`src/rtl/pwm_duty_ramp_ctrl_if.sv`:
```
// ============================================================================
// Module      : pwm_duty_ramp_ctrl_if
// Description : Configuration handshake bundle (valid/ready, target, step).
// Revision    : 1.0 - initial release
// ============================================================================
`default_nettype none

interface pwm_duty_ramp_ctrl_if #(
  parameter int DUTY_W = 8,
  parameter int STEP_W = 4
);
  logic              cfg_valid;
  logic              cfg_ready;
  logic [DUTY_W-1:0] cfg_target;
  logic [STEP_W-1:0] cfg_step;

  modport master (output cfg_valid, output cfg_target, output cfg_step, input cfg_ready);
  modport slave  (input cfg_valid, input cfg_target, input cfg_step, output cfg_ready);
endinterface

`default_nettype wire

```
`src/rtl/pwm_duty_ramp_ctrl.sv`:
```
// ============================================================================
// Module      : pwm_duty_ramp_ctrl
// Description : Steps a PWM duty toward a target once per prescaler tick,
//               committing new values only on PWM period boundaries.
//               Optional abort input enabled by PWM_RAMP_ABORT_EN.
// Revision    : 1.0 - initial release
// ============================================================================
`default_nettype none

module pwm_duty_ramp_ctrl #(
  parameter int DUTY_W = 8,
  parameter int STEP_W = 4
) (
  input  wire logic              clk,
  input  wire logic              reset,
  input  wire logic              tick,
  input  wire logic              period_end,
`ifdef PWM_RAMP_ABORT_EN
  input  wire logic              abort,
`endif
  pwm_duty_ramp_ctrl_if.slave    cfg,
  output logic                   timer_en,
  output logic                   timer_clr,
  output logic [DUTY_W-1:0]      duty_out,
  output logic                   duty_load,
  output logic                   busy,
  output logic                   done
);

  typedef enum logic [1:0] {
    S_IDLE = 2'd0,
    S_RAMP = 2'd1,
    S_WAIT = 2'd2
  } state_t;

  state_t            r_state;
  state_t            w_state_next;

  logic [DUTY_W-1:0] r_target;
  logic [DUTY_W-1:0] r_pending;
  logic [DUTY_W-1:0] r_duty;
  logic [STEP_W-1:0] r_step;
  logic              r_timer_clr;
  logic              r_duty_load;
  logic              r_done;

  logic              w_cfg_ready;
  logic              w_accept;
  logic              w_at_target;
  logic              w_take_tick;
  logic              w_commit;
  logic              w_final;
  logic              w_abort;
  logic              w_abort_busy;
  logic              w_up;
  logic [DUTY_W:0]   w_step_ext;
  logic [DUTY_W:0]   w_diff;
  logic [DUTY_W:0]   w_next_duty;

`ifdef PWM_RAMP_ABORT_EN
  assign w_abort = abort;
`else
  assign w_abort = 1'b0;
`endif

  assign w_at_target = (cfg.cfg_target == r_duty);
  assign w_final     = (r_pending == r_target);

  // Extended-width arithmetic so a step past the target never wraps.
  always_comb begin
    w_step_ext  = (r_step == '0) ? {{DUTY_W{1'b0}}, 1'b1}
                                 : {{(DUTY_W+1-STEP_W){1'b0}}, r_step};
    w_up        = ({1'b0, r_target} >= {1'b0, r_duty});
    w_diff      = w_up ? ({1'b0, r_target} - {1'b0, r_duty})
                       : ({1'b0, r_duty} - {1'b0, r_target});
    w_next_duty = {1'b0, r_target};
    if (w_diff > w_step_ext) begin
      w_next_duty = w_up ? ({1'b0, r_duty} + w_step_ext)
                         : ({1'b0, r_duty} - w_step_ext);
    end
  end

  always_comb begin
    w_state_next = r_state;
    w_accept     = 1'b0;
    w_take_tick  = 1'b0;
    w_commit     = 1'b0;
    w_abort_busy = 1'b0;
    w_cfg_ready  = 1'b0;
    busy         = 1'b0;
    timer_en     = 1'b0;
    case (r_state)
      S_IDLE: begin
        w_cfg_ready = 1'b1;
        w_accept    = cfg.cfg_valid;
        if (w_accept && !w_at_target) w_state_next = S_RAMP;
      end
      S_RAMP: begin
        busy     = 1'b1;
        timer_en = 1'b1;
        if (w_abort) begin
          w_abort_busy = 1'b1;
          w_state_next = S_IDLE;
        end else if (tick && !r_timer_clr) begin
          w_take_tick  = 1'b1;
          w_state_next = S_WAIT;
        end
      end
      S_WAIT: begin
        busy = 1'b1;
        if (w_abort) begin
          w_abort_busy = 1'b1;
          w_state_next = S_IDLE;
        end else if (period_end) begin
          w_commit     = 1'b1;
          w_state_next = w_final ? S_IDLE : S_RAMP;
        end
      end
      default: w_state_next = S_IDLE;
    endcase
  end

  always_ff @(posedge clk or posedge reset) begin
    if (reset) r_state <= S_IDLE;
    else       r_state <= w_state_next;
  end

  always_ff @(posedge clk or posedge reset) begin
    if (reset) begin
      r_target    <= '0;
      r_step      <= '0;
      r_pending   <= '0;
      r_duty      <= '0;
      r_timer_clr <= 1'b0;
      r_duty_load <= 1'b0;
      r_done      <= 1'b0;
    end else begin
      r_timer_clr <= w_accept && !w_at_target;
      r_duty_load <= w_commit;
      r_done      <= (w_accept && w_at_target) || (w_commit && w_final);
      if (w_accept) begin
        r_target <= cfg.cfg_target;
        r_step   <= cfg.cfg_step;
      end
      if (w_take_tick)       r_pending <= w_next_duty[DUTY_W-1:0];
      else if (w_abort_busy) r_pending <= '0;
      if (w_commit) r_duty <= r_pending;
    end
  end

  assign cfg.cfg_ready = w_cfg_ready;
  assign timer_clr     = r_timer_clr;
  assign duty_out      = r_duty;
  assign duty_load     = r_duty_load;
  assign done          = r_done;

endmodule

`default_nettype wire

```
`src/flat_wrapper.sv`:
```
// flat-port wrapper written by rule: the top's interface ports become plain ports
module pwm_duty_ramp_ctrl_flat 
#(
  parameter int DUTY_W = 8,
  parameter int STEP_W = 4
)
  (clk, reset, tick, period_end, timer_en, timer_clr, duty_out, duty_load, busy, done, cfg_cfg_valid, cfg_cfg_target, cfg_cfg_step, cfg_cfg_ready);
  pwm_duty_ramp_ctrl_if #(.DUTY_W(DUTY_W), .STEP_W(STEP_W)) cfg_i ();
  input  wire logic clk;
  input  wire logic reset;
  input  wire logic tick;
  input  wire logic period_end;
  output logic timer_en;
  output logic timer_clr;
  output logic [DUTY_W-1:0] duty_out;
  output logic duty_load;
  output logic busy;
  output logic done;
  input wire logic [$bits(cfg_i.cfg_valid)-1:0] cfg_cfg_valid;
  input wire logic [$bits(cfg_i.cfg_target)-1:0] cfg_cfg_target;
  input wire logic [$bits(cfg_i.cfg_step)-1:0] cfg_cfg_step;
  output wire logic [$bits(cfg_i.cfg_ready)-1:0] cfg_cfg_ready;
  assign cfg_i.cfg_valid = cfg_cfg_valid;
  assign cfg_i.cfg_target = cfg_cfg_target;
  assign cfg_i.cfg_step = cfg_cfg_step;
  assign cfg_cfg_ready = cfg_i.cfg_ready;
  pwm_duty_ramp_ctrl #(.DUTY_W(DUTY_W), .STEP_W(STEP_W)) u_core (.clk(clk), .reset(reset), .tick(tick), .period_end(period_end), .cfg(cfg_i), .timer_en(timer_en), .timer_clr(timer_clr), .duty_out(duty_out), .duty_load(duty_load), .busy(busy), .done(done));
endmodule
```
`config.mk`:
```
export PLATFORM = sky130hd
export DESIGN_NAME = pwm_duty_ramp_ctrl_flat
export DESIGN_NICKNAME = d
export VERILOG_FILES = /design/src/rtl/pwm_duty_ramp_ctrl_if.sv /design/src/rtl/pwm_duty_ramp_ctrl.sv /design/src/flat_wrapper.sv
export SDC_FILE = /design/constraint.sdc
export NUM_CORES = 1
export LEC_CHECK = 0
export CAP_MARGIN = 20
export CORE_UTILIZATION = 40
export DETAILED_ROUTE_END_ITERATION = 16
export PLACE_DENSITY = 0.62
export SLEW_MARGIN = 20
export SYNTH_ARGS = -nofsm -noshare
export SYNTH_HDL_FRONTEND = slang
export SYNTH_SLANG_ARGS = --single-unit
```
`constraint.sdc`:
```
create_clock -name clk -period 9.1 [get_ports clk]
set_clock_uncertainty 0.05 [all_clocks]
set_input_delay 1.82 -clock clk [delete_from_list [all_inputs] [get_ports clk]]
set_output_delay 1.82 -clock clk [all_outputs]
set_load 0.02 [all_outputs]
```
Yosys cells after proc, flatten, opt, wreduce, memory -nomap -nowiden
Cells that the tools add are included.

Register bits after elaboration: 33. Output and inout bits: 14. Word-level logic and storage cells: 51.

Add/sub/neg operators: 4. Reductions and logical operators: 12. Muxes and demuxes: 18. Order comparisons: 2. Equal/unequal tests: 7.

Operator list (number): two-way mux 8 bit (3); subtractor 8 x 8 -> 9 bit (2); == test 8 bit (2); > comparator 9 bit (1); two-way mux 1 bit (9); two-way mux 9 bit (1); adder 8 bit (1); greater-or-equal comparator 8 bit (1); subtractor 8 bit (1); two-way mux 2 bit (3); case mux 2 bit (3 select lines) (1); logical AND 1 bit (5); zero test 4 bit (1); two-way mux 4 bit (1); inequality test 2 x 1 -> 1 bit (second input constant) (2); AND reduction 3 bit (1); == test 2 x 1 -> 1 bit (second input constant) (1); == test 2 bit (second input constant) (1); zero test 1 bit (2); zero test 2 bit (1); inequality test 2 bit (second input constant) (1); OR reduction 2 bit (1); logical OR 1 bit (1).

Depth between registers and ports, before layout
Word-level depth: 6. Depth in mapped cells: 19.

Worst setup path after synthesis
No wires, ideal clock.

Kind: register -> register. From: register u_core.r_duty[1] (netlist: u_core.duty_out[1]). To: register u_core.r_pending[7]. Cell stages (with the launch flop): 17. Library setup time: 121 ps. Period minus slack after synthesis: 3897 ps. Data required time: 8929 ps. Slack: 5203 ps. Path buffers: 0. Data arrival time: 3726 ps. Path through: dfrtp_1 -> inv_1 -> ha_1 -> nor2b_1 -> o2111ai_1 -> and2_1 -> o21ai_2 -> inv_1 -> o21ai_0 -> ha_1 -> a21o_1 -> a21oi_1 -> o21ai_0 -> o41ai_1 -> xnor2_1 -> o21ai_0 -> a22o_1.

Word-level cells in the longest chain between the ends: 5. Elaborated cells between the ends (all ways): 10. Those cells by class: add/sub (4); order compare (2); mux (4).

RTL lines: start, declared (line pwm_duty_ramp_ctrl.sv:41) `logic [DUTY_W-1:0] r_duty;`; start signal, assigned (line pwm_duty_ramp_ctrl.sv:147) `if (w_commit) r_duty <= r_pending;`; subtractor 8 x 8 -> 9 bit, or another cell as far along (line pwm_duty_ramp_ctrl.sv:75) `: ({1'b0, r_duty} - {1'b0, r_target});`; two-way mux 9 bit (line pwm_duty_ramp_ctrl.sv:74) `w_diff = w_up ? ({1'b0, r_target} - {1'b0, r_duty})`; > comparator 9 bit (line pwm_duty_ramp_ctrl.sv:77) `if (w_diff > w_step_ext) begin`; two-way mux 8 bit * (line pwm_duty_ramp_ctrl.sv:77); two-way mux 8 bit * (line pwm_duty_ramp_ctrl.sv:145) `if (w_take_tick) r_pending <= w_next_duty[DUTY_W-1:0];`; end signal, assigned (line pwm_duty_ramp_ctrl.sv:145); end, declared (line pwm_duty_ramp_ctrl.sv:40) `logic [DUTY_W-1:0] r_pending;`.

Every way passes the cells marked *; elsewhere a longest branch is shown, timed or not. The select of a mux whose other input is x is not followed. A chain may end at the register's enable or synchronous reset.

Worst setup path in the final report
From: register u_core.r_duty[4] (netlist: u_core.duty_out[4]). To: register u_core.r_pending[2].

Same word-level chain as after synthesis.

==> results.toml <==
[setup_path]
worst_path_largest_cell_delay_ns = 0.50
critical_path.slowest_cell = "ha_1"
critical-path-top-delay-family = "compound AO/OA/AOI/OAI gates"
arrival_ns = 4.50
reg2reg_to = "u_core.r_pending[2]"
end_kind = "flop"
path_max_fanout = 16
reg2reg_from = "u_core.duty_out[4]"
rrSetupSlack_ns = 4.74
crit_path_start_kind = "flop"
cp_num_buf_inv = 2
path_class = "reg2reg"
reg2reg_depth = 17
worstPathCellList = "inv_1 -> ha_1 -> and3_4 -> o2111ai_1 -> and2_1 -> o21ai_2 -> inv_1 -> nand2_1 -> nand2_1 -> ha_1 -> nor2b_1 -> o21a_1 -> o21a_1 -> o21ai_0 -> o221ai_2 -> or2_0 -> o311ai_1"
cp.required_ns = 9.23

[sta]
worstMarginPinSlew_ns = 0.962
final_max_slew_viol_count = 0
clock.fmax_mhz = 229
tns_ns = 0
rsz0062_at_grt = "false"
period_share = 0.479
min_period_ns = 4.36
slew_headroom = 0.356
hold_viol = 0
setup_viol = 0

[worst_hold_path]
whs_path_depth = 1
hp-class = "reg2reg"
hp-start = "u_core.r_step[0]"
hold-path-endpoint = "u_core.r_step[0]"

[route]
wl_per_cell_um = 16.0
drtIter0Drc = 130
vias_per_cell = 5.44
ant_nets = 0
wl_mm = 7.17
vias = 2435
dr_wl_met3_um = 302
drt-met1-wl_mm = 3.42
dr.pass1.iters = 5
drc = 0
maxUsedRoutingLayer = "met4"
met2WireLength_mm = 3.25

[die]
fp.dieW_um = 87.5
row_count = 30
start_util = 0.421
die_area_mm2 = 0.00766
io_pins = 31
die_h_um = 87.5
coreArea_mm2 = 0.00694

[finish]
multi_input_area_mm2 = 0.00190
drive_above_1_share = 0.0994
fillCellCount = 655
area_growth_pct = 16.1
ff_latch_area_um2 = 826
diodes = 0
final_nets = 404
final_cell_mix = "33 x ha_1, 33 x dfrtp_1, 32 x inv_1, 30 x clkdlybuf4s50_1, 28 x nand2_1"

[logic_synthesis]
syn_inst = 323
synth_enable_flop_cells = 0
async_flop_share = 1.00
ys.flop_type = "dfrtp_1"
synth_fp_nets = 376
synth-seq-cells = 33
seq_area_frac_synth = 0.282
yosysUniqueCellTypes = 59
synth_top_area_frac = 0.282
synthTopCellsByArea = "dfrtp_1 28%, ha_1 14%, xor2_1 5.4%, mux2_2 4.6%, o21ai_0 4.3%"
yosysWarnings = 0
syn_area_mm2 = 0.00293
synth.avg_cell_area_um2 = 9.06
synth_area_leader_cell = "dfrtp_1"

[placed_design]
gp_congestion = 0.950
io_buffer_count = 30
dp_hpwl_mm = 5.61

[flow_run]
cap_violations = 0

[grt]
grt_pass1_wl_mm = 12.1
grt.total_usage = 0.207
grt_pass1_vias = 2483
grt_max_degree = 34
grt_remaining_overflow = 0
antenna_found_initial = 0

[cts]
clockBufferDepth = 2
cts_tree = "done"
cts_hold_buf = 0
cts_resized = 0
htreeDepth = 2
insertion_delay_ns = 0.28
clock-sinks = 33
post_cts_buffers = 0
root_buffer = "clkbuf_8"
clk_pin_slew_ns = 0.07
cts_buffers = 5

[status]
status = "finished clean"
how the worst max path moves through the flow:
stage | startpoint | end | cells past startpoint
4_1_cts | u_core.duty_out[4] | u_core.r_pending[2] | 17
6_report | u_core.duty_out[4] | u_core.r_pending[2] | 17
2_1_floorplan | u_core.duty_out[1] | u_core.r_pending[7] | 16
3_5_place_dp | u_core.duty_out[4] | u_core.r_pending[2] | 17
5_1_grt | u_core.duty_out[4] | u_core.r_pending[7] | 16
3_3_place_gp | u_core.duty_out[4] | u_core.r_pending[7] | 17
cell usage after synthesis, types with 6 or more instances:
| master | n |
|---|---|
| dfrtp_1 | 33 |
| ha_1 | 33 |
| inv_1 | 32 |
| nand2_1 | 28 |
| o21ai_0 | 25 |
| xor2_1 | 18 |
| a21oi_1 | 17 |
| nor2_1 | 16 |
| mux2_2 | 12 |
| xnor2_1 | 8 |
| o31a_1 | 7 |
| nor3_1 | 6 |
layout make-up:
type / count / share of cell area
multi-input combinational: 247 / 0.560
sequential: 33 / 0.243
timing repair buffer: 31 / 0.0906
inverter: 33 / 0.0365
tap: 96 / 0.0354
clock buffer: 7 / 0.0254
clock inverter: 1 / 0.00884
worst register-to-register path: cells and delay by family, from the launching register on:
family	cells	cell delay [ns]
adders and majority gates	2	0.78
and+or+nand+nor	6	1.14
AOI/OAI and AO/OA	7	1.57
buffers and inverters	2	0.29
DFF	1	0.45
logic make-up (layout without fill, tap and decap cells):
group | after synthesis | after routing | share of synthesized area
AO/OA/AOI/OAI | 92 | 92 | 0.224
XOR/XNOR | 26 | 26 | 0.0778
adder cells (fa/ha/maj) | 36 | 36 | 0.162
buffers and inverters | 43 | 72 | 0.0676
flip-flops | 33 | 33 | 0.282
multiplexers | 14 | 14 | 0.0530
AND/OR/NAND/NOR | 79 | 79 | 0.134
per-layer routing:
metal	global-route usage	vias to the layer above
li1	-	1205
met1	0.287	1158
met2	0.318	54
met3	0.0377	18
met4	0.0835	0
met5	0	-
sequential cells by signal, summed over array words and instances, names as in the netlist:
signal / cells
u_core.r_step: 4
u_core.duty_out: 8
u_core.r_pending: 8
u_core.done: 1
u_core.r_state: 2
u_core.duty_load: 1
u_core.timer_clr: 1
u_core.r_target: 8
per-stage QoR:
step | hold slack (ns) | worst slack [ns] | cells | util | cell area [µm²]
detailed placement | 0.440 | 4.78 | 440 | 0.472 | 3280
finish | 0.451 | 4.74 | 448 | 0.489 | 3400
CTS | 0.454 | 4.75 | 448 | 0.489 | 3400
global placement | 0.433 | 4.87 | 440 | 0.472 | 3280
floorplan | 0.421 | 5.20 | 323 | - | 2930
global route | 0.468 | 4.19 | 448 | 0.489 | 3400
Power is not shown: default switching activity piles up to over one toggle a cycle in this logic, so the estimate is an artifact.
